<file path="config.mk">
export PLATFORM = sky130hd
export DESIGN_NAME = house_occupancy_ctrl
export DESIGN_NICKNAME = d
export VERILOG_FILES = /design/src/rtl/house_occupancy_ctrl_pkg.sv /design/src/rtl/house_occupancy_ctrl_blink_timer.sv /design/src/rtl/house_occupancy_ctrl.sv
export SDC_FILE = /design/constraint.sdc
export NUM_CORES = 1
export LEC_CHECK = 0
export ABC_AREA = 1
export CAP_MARGIN = 20
export CELL_PAD_IN_SITES_DETAIL_PLACEMENT = 1
export CELL_PAD_IN_SITES_GLOBAL_PLACEMENT = 1
export CORE_ASPECT_RATIO = 0.75
export CORE_UTILIZATION = 43
export CTS_CLUSTER_SIZE = 40
export DETAILED_ROUTE_END_ITERATION = 8
export PLACE_DENSITY_LB_ADDON = 0.1
export SLEW_MARGIN = 5
export SYNTH_ARGS = -nofsm -noshare
export SYNTH_HDL_FRONTEND = slang
export SYNTH_SLANG_ARGS = --single-unit
</file>
<file path="constraint.sdc">
create_clock -name CC_HOUSECTRL_CLOCK_50 -period 2.6 [get_ports CC_HOUSECTRL_CLOCK_50]
set_input_delay 0.52 -clock CC_HOUSECTRL_CLOCK_50 [delete_from_list [all_inputs] [get_ports CC_HOUSECTRL_CLOCK_50]]
set_output_delay 0.52 -clock CC_HOUSECTRL_CLOCK_50 [all_outputs]
set_load 0.01 [all_outputs]
</file>
<file path="src/rtl/house_occupancy_ctrl_pkg.sv">
// Shared types and constants for the Frogger house-occupancy controller.
// Also holds the fly-index search helper used when HOUSECTRL_FLY_EN is defined.
package house_occupancy_ctrl_pkg;

  typedef enum logic [1:0] {
    PLAY      = 2'd0,
    CELEBRATE = 2'd1,
    CLEAR     = 2'd2
  } state_t;

  localparam int          HOUSE_COUNT     = 8;
  localparam logic [7:0]  HOUSES_ALL_FULL = 8'hFF;

  // Next free house after cur, searching upward with wrap; holds cur if none is free.
  function automatic logic [2:0] next_free_house(input logic [7:0] occ, input logic [2:0] cur);
    logic [2:0] idx;
    logic [2:0] nxt;
    nxt = cur;
    for (int k = HOUSE_COUNT - 1; k >= 1; k--) begin
      idx = cur + 3'(k);
      if (!occ[idx]) nxt = idx;
    end
    return nxt;
  endfunction

endpackage

</file>
<file path="src/rtl/house_occupancy_ctrl_blink_timer.sv">
// house_blink_timer: tick and toggle counters pacing the full-board celebration.
// Counters are held at zero whenever run is low, so each celebration starts fresh.
module house_blink_timer
  import house_occupancy_ctrl_pkg::*;
#(
  parameter int BLINK_TOGGLES    = 6,
  parameter int TICKS_PER_TOGGLE = 15
) (
  input  logic clk,
  input  logic rst,
  input  logic run,
  input  logic tick,
  output logic toggle,
  output logic done
);

  localparam logic [7:0] TICK_LAST   = 8'(TICKS_PER_TOGGLE - 1);
  localparam logic [3:0] TOGGLE_LAST = 4'(BLINK_TOGGLES - 1);

  logic [7:0] tick_cnt;
  logic [3:0] toggle_cnt;

  // toggle fires on the tick that would bring tick_cnt up to TICKS_PER_TOGGLE.
  assign toggle = run && tick && (tick_cnt == TICK_LAST);
  assign done   = toggle && (toggle_cnt == TOGGLE_LAST);

  always_ff @(posedge clk or posedge rst) begin
    if (rst) begin
      tick_cnt   <= '0;
      toggle_cnt <= '0;
    end else if (!run) begin
      tick_cnt   <= '0;
      toggle_cnt <= '0;
    end else if (tick) begin
      if (tick_cnt == TICK_LAST) begin
        tick_cnt   <= '0;
        toggle_cnt <= toggle_cnt + 4'd1;
      end else begin
        tick_cnt <= tick_cnt + 8'd1;
      end
    end
  end

endmodule

</file>
<file path="src/rtl/house_occupancy_ctrl.sv">
// house_occupancy_ctrl: owns the houses register, scores/kills arrivals, celebrates a full board.
// Optional fly/bonus feature is enabled by defining HOUSECTRL_FLY_EN.
module house_occupancy_ctrl
  import house_occupancy_ctrl_pkg::*;
#(
  parameter int BLINK_TOGGLES    = 6,
  parameter int TICKS_PER_TOGGLE = 15,
  parameter int LEVEL_MAX        = 9
) (
  input  logic       CC_HOUSECTRL_CLOCK_50,
  input  logic       CC_HOUSECTRL_RESET_InHigh,
  input  logic       CC_HOUSECTRL_tick_In,
  input  logic       CC_HOUSECTRL_arrive_In,
  input  logic [2:0] CC_HOUSECTRL_col_InBUS,
  input  logic       CC_HOUSECTRL_fullLow_In,
  output logic [7:0] CC_HOUSECTRL_houses_OutBUS,
  output logic [7:0] CC_HOUSECTRL_display_OutBUS,
  output logic       CC_HOUSECTRL_score_Out,
  output logic       CC_HOUSECTRL_death_Out,
  output logic       CC_HOUSECTRL_levelup_Out,
  output logic [3:0] CC_HOUSECTRL_level_OutBUS,
  output logic       CC_HOUSECTRL_busy_Out
`ifdef HOUSECTRL_FLY_EN
  ,
  output logic [2:0] CC_HOUSECTRL_fly_OutBUS,
  output logic       CC_HOUSECTRL_bonus_Out
`endif
);

  localparam logic [3:0] LEVEL_TOP = 4'(LEVEL_MAX);

  logic       clk;
  logic       rst;
  state_t     state;
  logic [7:0] houses;
  logic [7:0] col_onehot;
  logic       blink_toggle;
  logic       blink_done;

  assign clk        = CC_HOUSECTRL_CLOCK_50;
  assign rst        = CC_HOUSECTRL_RESET_InHigh;
  assign col_onehot = 8'b1 << CC_HOUSECTRL_col_InBUS;

  assign CC_HOUSECTRL_houses_OutBUS = houses;

  house_blink_timer #(
    .BLINK_TOGGLES   (BLINK_TOGGLES),
    .TICKS_PER_TOGGLE(TICKS_PER_TOGGLE)
  ) u_blink (
    .clk   (clk),
    .rst   (rst),
    .run   (state == CELEBRATE),
    .tick  (CC_HOUSECTRL_tick_In),
    .toggle(blink_toggle),
    .done  (blink_done)
  );

  // NOTE: all state here uses non-blocking assignments so every branch reads pre-edge values.
  always_ff @(posedge clk or posedge rst) begin
    if (rst) begin
      state                       <= PLAY;
      houses                      <= '0;
      CC_HOUSECTRL_display_OutBUS <= '0;
      CC_HOUSECTRL_level_OutBUS   <= '0;
      CC_HOUSECTRL_score_Out      <= 1'b0;
      CC_HOUSECTRL_death_Out      <= 1'b0;
      CC_HOUSECTRL_levelup_Out    <= 1'b0;
      CC_HOUSECTRL_busy_Out       <= 1'b0;
    end else begin
      CC_HOUSECTRL_score_Out   <= 1'b0;
      CC_HOUSECTRL_death_Out   <= 1'b0;
      CC_HOUSECTRL_levelup_Out <= 1'b0;
      case (state)
        PLAY: begin
          // A full board wins over a simultaneous arrival.
          if (!CC_HOUSECTRL_fullLow_In) begin
            state                       <= CELEBRATE;
            CC_HOUSECTRL_busy_Out       <= 1'b1;
            CC_HOUSECTRL_display_OutBUS <= HOUSES_ALL_FULL;
          end else if (CC_HOUSECTRL_arrive_In) begin
            if ((houses & col_onehot) != 8'h00) begin
              CC_HOUSECTRL_death_Out <= 1'b1;
            end else begin
              houses                      <= houses | col_onehot;
              CC_HOUSECTRL_display_OutBUS <= houses | col_onehot;
              CC_HOUSECTRL_score_Out      <= 1'b1;
            end
          end
        end
        CELEBRATE: begin
          if (blink_toggle) begin
            CC_HOUSECTRL_display_OutBUS <= ~CC_HOUSECTRL_display_OutBUS;
            if (blink_done) state <= CLEAR;
          end
        end
        CLEAR: begin
          state                       <= PLAY;
          houses                      <= '0;
          CC_HOUSECTRL_display_OutBUS <= '0;
          CC_HOUSECTRL_levelup_Out    <= 1'b1;
          CC_HOUSECTRL_busy_Out       <= 1'b0;
          if (CC_HOUSECTRL_level_OutBUS < LEVEL_TOP)
            CC_HOUSECTRL_level_OutBUS <= CC_HOUSECTRL_level_OutBUS + 4'd1;
        end
        default: begin
          state                 <= PLAY;
          CC_HOUSECTRL_busy_Out <= 1'b0;
        end
      endcase
    end
  end

`ifdef HOUSECTRL_FLY_EN
  logic [5:0] fly_cnt;

  // The fly hops every 64 play ticks; a scoring arrival on its house earns a bonus.
  always_ff @(posedge clk or posedge rst) begin
    if (rst) begin
      fly_cnt                 <= '0;
      CC_HOUSECTRL_fly_OutBUS <= '0;
      CC_HOUSECTRL_bonus_Out  <= 1'b0;
    end else begin
      CC_HOUSECTRL_bonus_Out <= 1'b0;
      if (state == PLAY) begin
        if (CC_HOUSECTRL_tick_In) begin
          fly_cnt <= fly_cnt + 6'd1;
          if (fly_cnt == 6'd63)
            CC_HOUSECTRL_fly_OutBUS <= next_free_house(houses, CC_HOUSECTRL_fly_OutBUS);
        end
        if (CC_HOUSECTRL_fullLow_In && CC_HOUSECTRL_arrive_In &&
            ((houses & col_onehot) == 8'h00) &&
            (CC_HOUSECTRL_col_InBUS == CC_HOUSECTRL_fly_OutBUS))
          CC_HOUSECTRL_bonus_Out <= 1'b1;
      end
    end
  end
`endif

endmodule

</file>
* Word-level counts from Yosys, hierarchy flattened
Index checks and enable logic that the tools add are counted.
** Cells by class
- $add $sub $neg :: 3
- $lt $le $gt $ge :: 1
- Equality and inequality tests :: 14
- Shifts and indexed selects :: 1
- Mux-type cells :: 28
- Bitwise operators :: 4
- Reductions and logical operators :: 13
** Operators by type and width (number)
- 8-bit 2-to-1 mux :: 8
- 8-bit case mux with 3 select lines :: 1
- 2-bit != test (second input constant) :: 8
- 8-bit case mux with 2 select lines :: 1
- 4-bit 2-to-1 mux :: 3
- 1-bit 2-to-1 mux :: 10
- 4-bit by 1-bit adder with 4-bit output (second input constant) :: 2
- 8-bit by 1-bit adder with 8-bit output (second input constant) :: 1
- 8-bit AND :: 1
- 8-bit by 4-bit == test with 1-bit output (second input constant) :: 1
- 8-bit inverter :: 1
- 8-bit OR :: 1
- 4-bit AND reduction :: 2
- 8-bit nonzero test :: 1
- 1-bit by 3-bit left shift with 8-bit output (first input constant) :: 1
- 2-bit 2-to-1 mux :: 3
- 3-bit != test (second input constant) :: 2
- 2-bit AND reduction :: 3
- 4-bit by 3-bit == test with 1-bit output (second input constant) :: 1
- 4-bit less-than comparator (second input constant) :: 1
- 2-bit case mux with 2 select lines :: 1
- 1-bit logical AND :: 3
- 3-bit AND reduction :: 1
- 3-bit nonzero test :: 1
- other kinds (6) :: 6
** Storage, ports and cells
- Register bits after elaboration :: 38
- Input port bits :: 8
- Output and inout port bits :: 24
- Logic and storage cells :: 74

* Depth between registers and ports, before layout
- Depth in word-level cells :: 7
- Mapped depth :: 10
- Depth with buffers taken out :: 9

* Hierarchy
A second synthesis with hierarchy kept.
** Unflattened totals
- Cells, all modules :: 290
- Area total of the unflattened synthesis :: 2274.7 um^2
** Modules (own cells, without submodules)
- house_occupancy_ctrl :: instances 1, cells each 190, area each 1508.9 um^2, seq. area each 650.6 um^2
- house_blink_timer :: instances 1, cells each 100, area each 765.7 um^2, seq. area each 300.3 um^2

* Least setup slack after synthesis
OpenSTA, ideal clock, no wires.
- Kind :: input -> register
- Start :: input port CC_HOUSECTRL_col_InBUS[1]
- End :: register CC_HOUSECTRL_display_OutBUS[0]
- Library setup time :: 0.118 ns
- Arrival :: 1.405 ns
- Required time :: 2.482 ns
- Setup slack :: 1.077 ns
- Stages on the path :: 9
- Buffers on the path :: 1
- Cells stage by stage :: buf_4 > nand4_1 > nand2_1 > nor2_2 > nand3_2 > nand2_4 > nand2_4 > nand2_1 > nand2_1
** Between the ends
- Longest elaborated chain between the ends :: 6
- Elaborated cells on any way between the ends :: 10
- Classes of those cells :: eq/ne (1); shift (1); mux (4); bitwise (2); reduce/logical (2)
** RTL lines
- start, declared :: RTL line house_occupancy_ctrl.sv:14 : input logic [2:0] CC_HOUSECTRL_col_InBUS,
- 1-bit by 3-bit left shift with 8-bit output * :: RTL line house_occupancy_ctrl.sv:42 : assign col_onehot = 8'b1 << CC_HOUSECTRL_col_InBUS;
- 8-bit OR :: RTL line house_occupancy_ctrl.sv:85 : CC_HOUSECTRL_display_OutBUS <= houses | col_onehot;
- 8-bit 2-to-1 mux :: RTL line house_occupancy_ctrl.sv:81 : if ((houses & col_onehot) != 8'h00) begin
- 8-bit 2-to-1 mux :: RTL line house_occupancy_ctrl.sv:80 : end else if (CC_HOUSECTRL_arrive_In) begin
- 8-bit 2-to-1 mux :: RTL line house_occupancy_ctrl.sv:76 : if (!CC_HOUSECTRL_fullLow_In) begin
- 8-bit case mux with 3 select lines :: RTL line house_occupancy_ctrl.sv:73 : case (state)
- end signal, assigned :: RTL line house_occupancy_ctrl.sv:85
- end signal, assigned :: RTL line house_occupancy_ctrl.sv:92 : CC_HOUSECTRL_display_OutBUS <= ~CC_HOUSECTRL_display_OutBUS;
- end, declared :: RTL line house_occupancy_ctrl.sv:17 : output logic [7:0] CC_HOUSECTRL_display_OutBUS,
Mark *: on every way between the ends. The rest lies on a longest branch, timed or not. The select of a mux whose other input is x is not followed.
A chain may end at the register's enable or synchronous reset.

* Worst setup path after layout
- Start :: input port CC_HOUSECTRL_col_InBUS[0]
- End :: register CC_HOUSECTRL_display_OutBUS[5]
The elaborated chain is that of the path after synthesis.

==> reports/metrics.cfg <==
[worst_hold_path]
min_path_cells = 2
hold_path.class = flip-flop to flip-flop
hp-start = CC_HOUSECTRL_display_OutBUS[2]

[layout]
final_common_cell = nand2_1
drive_gt1_share_pct = 7.44
fillerInstances = 577
layout_common_cells = 70 x nand2_1, 43 x nand3_1, 38 x dfrtp_1
fin_nets = 326
antenna_cells = 0
syn_to_final_growth_pct = 21.2

[setup_path]
timing.critical_path.buf_inv = 1
critPathArrivalTime_ns = 2.21
path_cells = clkdlybuf4s50_1, nor2_2, nand3_1, nand2_1, nor2_2, nand3_2, nand2_4, nand2_4, nand2_1, nand2_1
cp.required_ns = 2.78
end_kind = flip-flop
worstRegToRegCells = 9
path_common_cell = nand2_1
critPathMaxStageDelay_ns = 0.72
rr_endpoint = state[1]
crit_type = input pin to flip-flop
r2r-start = state[1]
startpoint = CC_HOUSECTRL_col_InBUS[0]
cpLargestDelayFamily = simple AND/OR/NAND/NOR gates
critPathSlowestCell = clkdlybuf4s50_1
crit_path_end = CC_HOUSECTRL_display_OutBUS[5]
crit_cells = 10
cp_max_fo = 10
ff2ff_setup_slack_ns = 0.70
startpoint_type = input pin

[synth]
synthTopCellsByArea = dfrtp_1 44%, nand2_1 12%, nand3_1 9.9%
netlist_area_sq_um = 2170
synth_fp_nets = 290
synth_top_area_share_pct = 43.8
yosysSeqAreaShare_pct = 43.8
ys_types = 30
syn_area_per_cell_sq_um = 7.98
synth.largest_area_cell = dfrtp_1
ys_seq_elements = 38
syn_inst = 272
yosysWarnings = 0

[status]
status = finished with violations
violations = design-rule violations

[sta]
final_hold_viol_count = 0
period_needed_ns = 2.03
period_share_pct = 78.0
hold_slack_ns = 0.511
drv_slew = 0
setup_viol = 0
tns_ns = 0
tightestPinTransition_ns = 0.490
max_slew_margin_pct = 67.3
clock.fmax_mhz = 493
rsz0062_at_grt = no
skew_ns = 0.00678

[flow_run]
drv_cap = 0

[floorplan]
placementRows = 21
coreArea_sq_um = 4650
start_util_pct = 46.7
die_x_um = 84.0
die_height_um = 63.5
io_pins = 32
die_area_sq_um = 5340

[drt]
wire_per_inst_um = 15.9
num_vias = 1966
drt-initial-drc-count = 109
drt_wl_total_um = 5830
firstDrtPassIters = 6
via_per_inst = 5.37
antenna_left = 0
drc = 2

[power]
p_leak_nw = 1.26
vdd_ir_drop_max_v = 0.000630
power_mw = 2.77
powerDensity_nw_per_um2 = 1050

[clock_tree]
post_cts_buffers = 0
cts_sinks = 38
cts_buffers = 5
clock_latency_ns = 0.29
hold_buffers = 0
root_buffer = clkbuf_8
clkTransAtPathRegs_ns = 0.08
cts_tree = built
h-tree-depth = 2
cts_buffer_depth = 2
ctsResizeCount = 0

[global_routing]
antenna_found_initial = 0
grt_max_degree = 39
grt.total_usage_pct = 24.1
grt-ovfl-total = 0
grt_pass1_vias = 2079
grt_pass1_wl_um = 10100

[placed_design]
portBuffers = 31
hpwl_um = 4250
globalplace.congestion = 0.767

[worst reg2reg max path, cell delays in order, from the launching register on]
cell	delay (ns)
dfrtp_1	0.42
inv_1	0.12
ha_1	0.31
nand2_1	0.10
inv_1	0.06
nand2_1	0.14
o21ai_0	0.37
nand2_1	0.13
nand2_1	0.08
nand2_1	0.06
[worst min path at each step]
stage	end	slack, ns
floorplan	state[1]	0.47
detailed placement	CC_HOUSECTRL_display_OutBUS[2]	0.49
finish	CC_HOUSECTRL_display_OutBUS[2]	0.51
global route	CC_HOUSECTRL_display_OutBUS[2]	0.53
global placement	CC_HOUSECTRL_display_OutBUS[5]	0.48
CTS	CC_HOUSECTRL_display_OutBUS[2]	0.52
[sequential cells by signal, summed over array words and instances, names as in the netlist]
register	count
CC_HOUSECTRL_houses_OutBUS	8
CC_HOUSECTRL_busy_Out	1
CC_HOUSECTRL_score_Out	1
CC_HOUSECTRL_death_Out	1
state	2
CC_HOUSECTRL_level_OutBUS	4
CC_HOUSECTRL_levelup_Out	1
u_blink.tick_cnt	8
CC_HOUSECTRL_display_OutBUS	8
u_blink.toggle_cnt	4
[metrics by stage]
stage                     util, %  worst slack [ns]  area, sq um  cells
final                        56.6             0.571         2630    366
after global routing         56.6             0.411         2630    366
after CTS                    56.6             0.575         2630    366
after detailed placement     54.5             0.264         2530    358
after global placement       54.5             0.311         2530    358
after floorplan                 -              1.08         2170    272
[where the power goes]
part / internal (mW) / leakage, nW / switching, mW
Clock: 0.214 / 0.0472 / 0.228
Combinational: 0.581 / 0.723 / 0.781
Sequential: 0.779 / 0.493 / 0.183
[cell type report]
| cell class | instances | area [sq um] | share of cell area, % |
|---|---|---|---|
| Clock buffer | 6 | 82.6 | 3.14 |
| Tap cell | 57 | 71.3 | 2.71 |
| Timing Repair Buffer | 34 | 333 | 12.7 |
| Inverter | 35 | 136 | 5.19 |
| Clock inverter | 2 | 12.5 | 0.476 |
| Multi-Input combinational cell | 194 | 1040 | 39.7 |
| Sequential cell | 38 | 951 | 36.2 |
[metal layers]
metal  vias to the layer above  wire, um  share of wire [%]  track usage (%)
li1                        963         -                  -                -
met1                       964      2870                 49             32.5
met2                        35      2710                 46             39.9
met3                         4       211                3.6             4.72
met4                         0        38               0.65             6.25
met5                         -         0                  0                0
[cells by family (layout without fill, tap and decap cells)]
family,count (synthesis),in the layout,share of synthesized area [%]
flip-flops,38,38,43.8
multiplexers,1,1,0.461
adder cells (fa/ha/maj),10,10,5.77
AO/OA/AOI/OAI,36,36,8.82
XOR/XNOR,6,6,2.42
buffers and inverters,40,77,8.07
AND/OR/NAND/NOR,141,141,30.6
[Yosys cell counts, drive strengths merged]
cell type and n:
buf 4, inv 35, o22ai 1, nor3 1
clkbuf 1, o31ai 2, mux2i 1, nand2 73
a21oi 15, xor2 4, dfrtp 38, nor4 1
o21ai 16, a211oi 1, ha 10, o21bai 1
or2 1, xnor2 2, nand3b 1, nor2 12
nand4 8, nand3 44
Note: power is estimated with default switching activity, not from simulation.
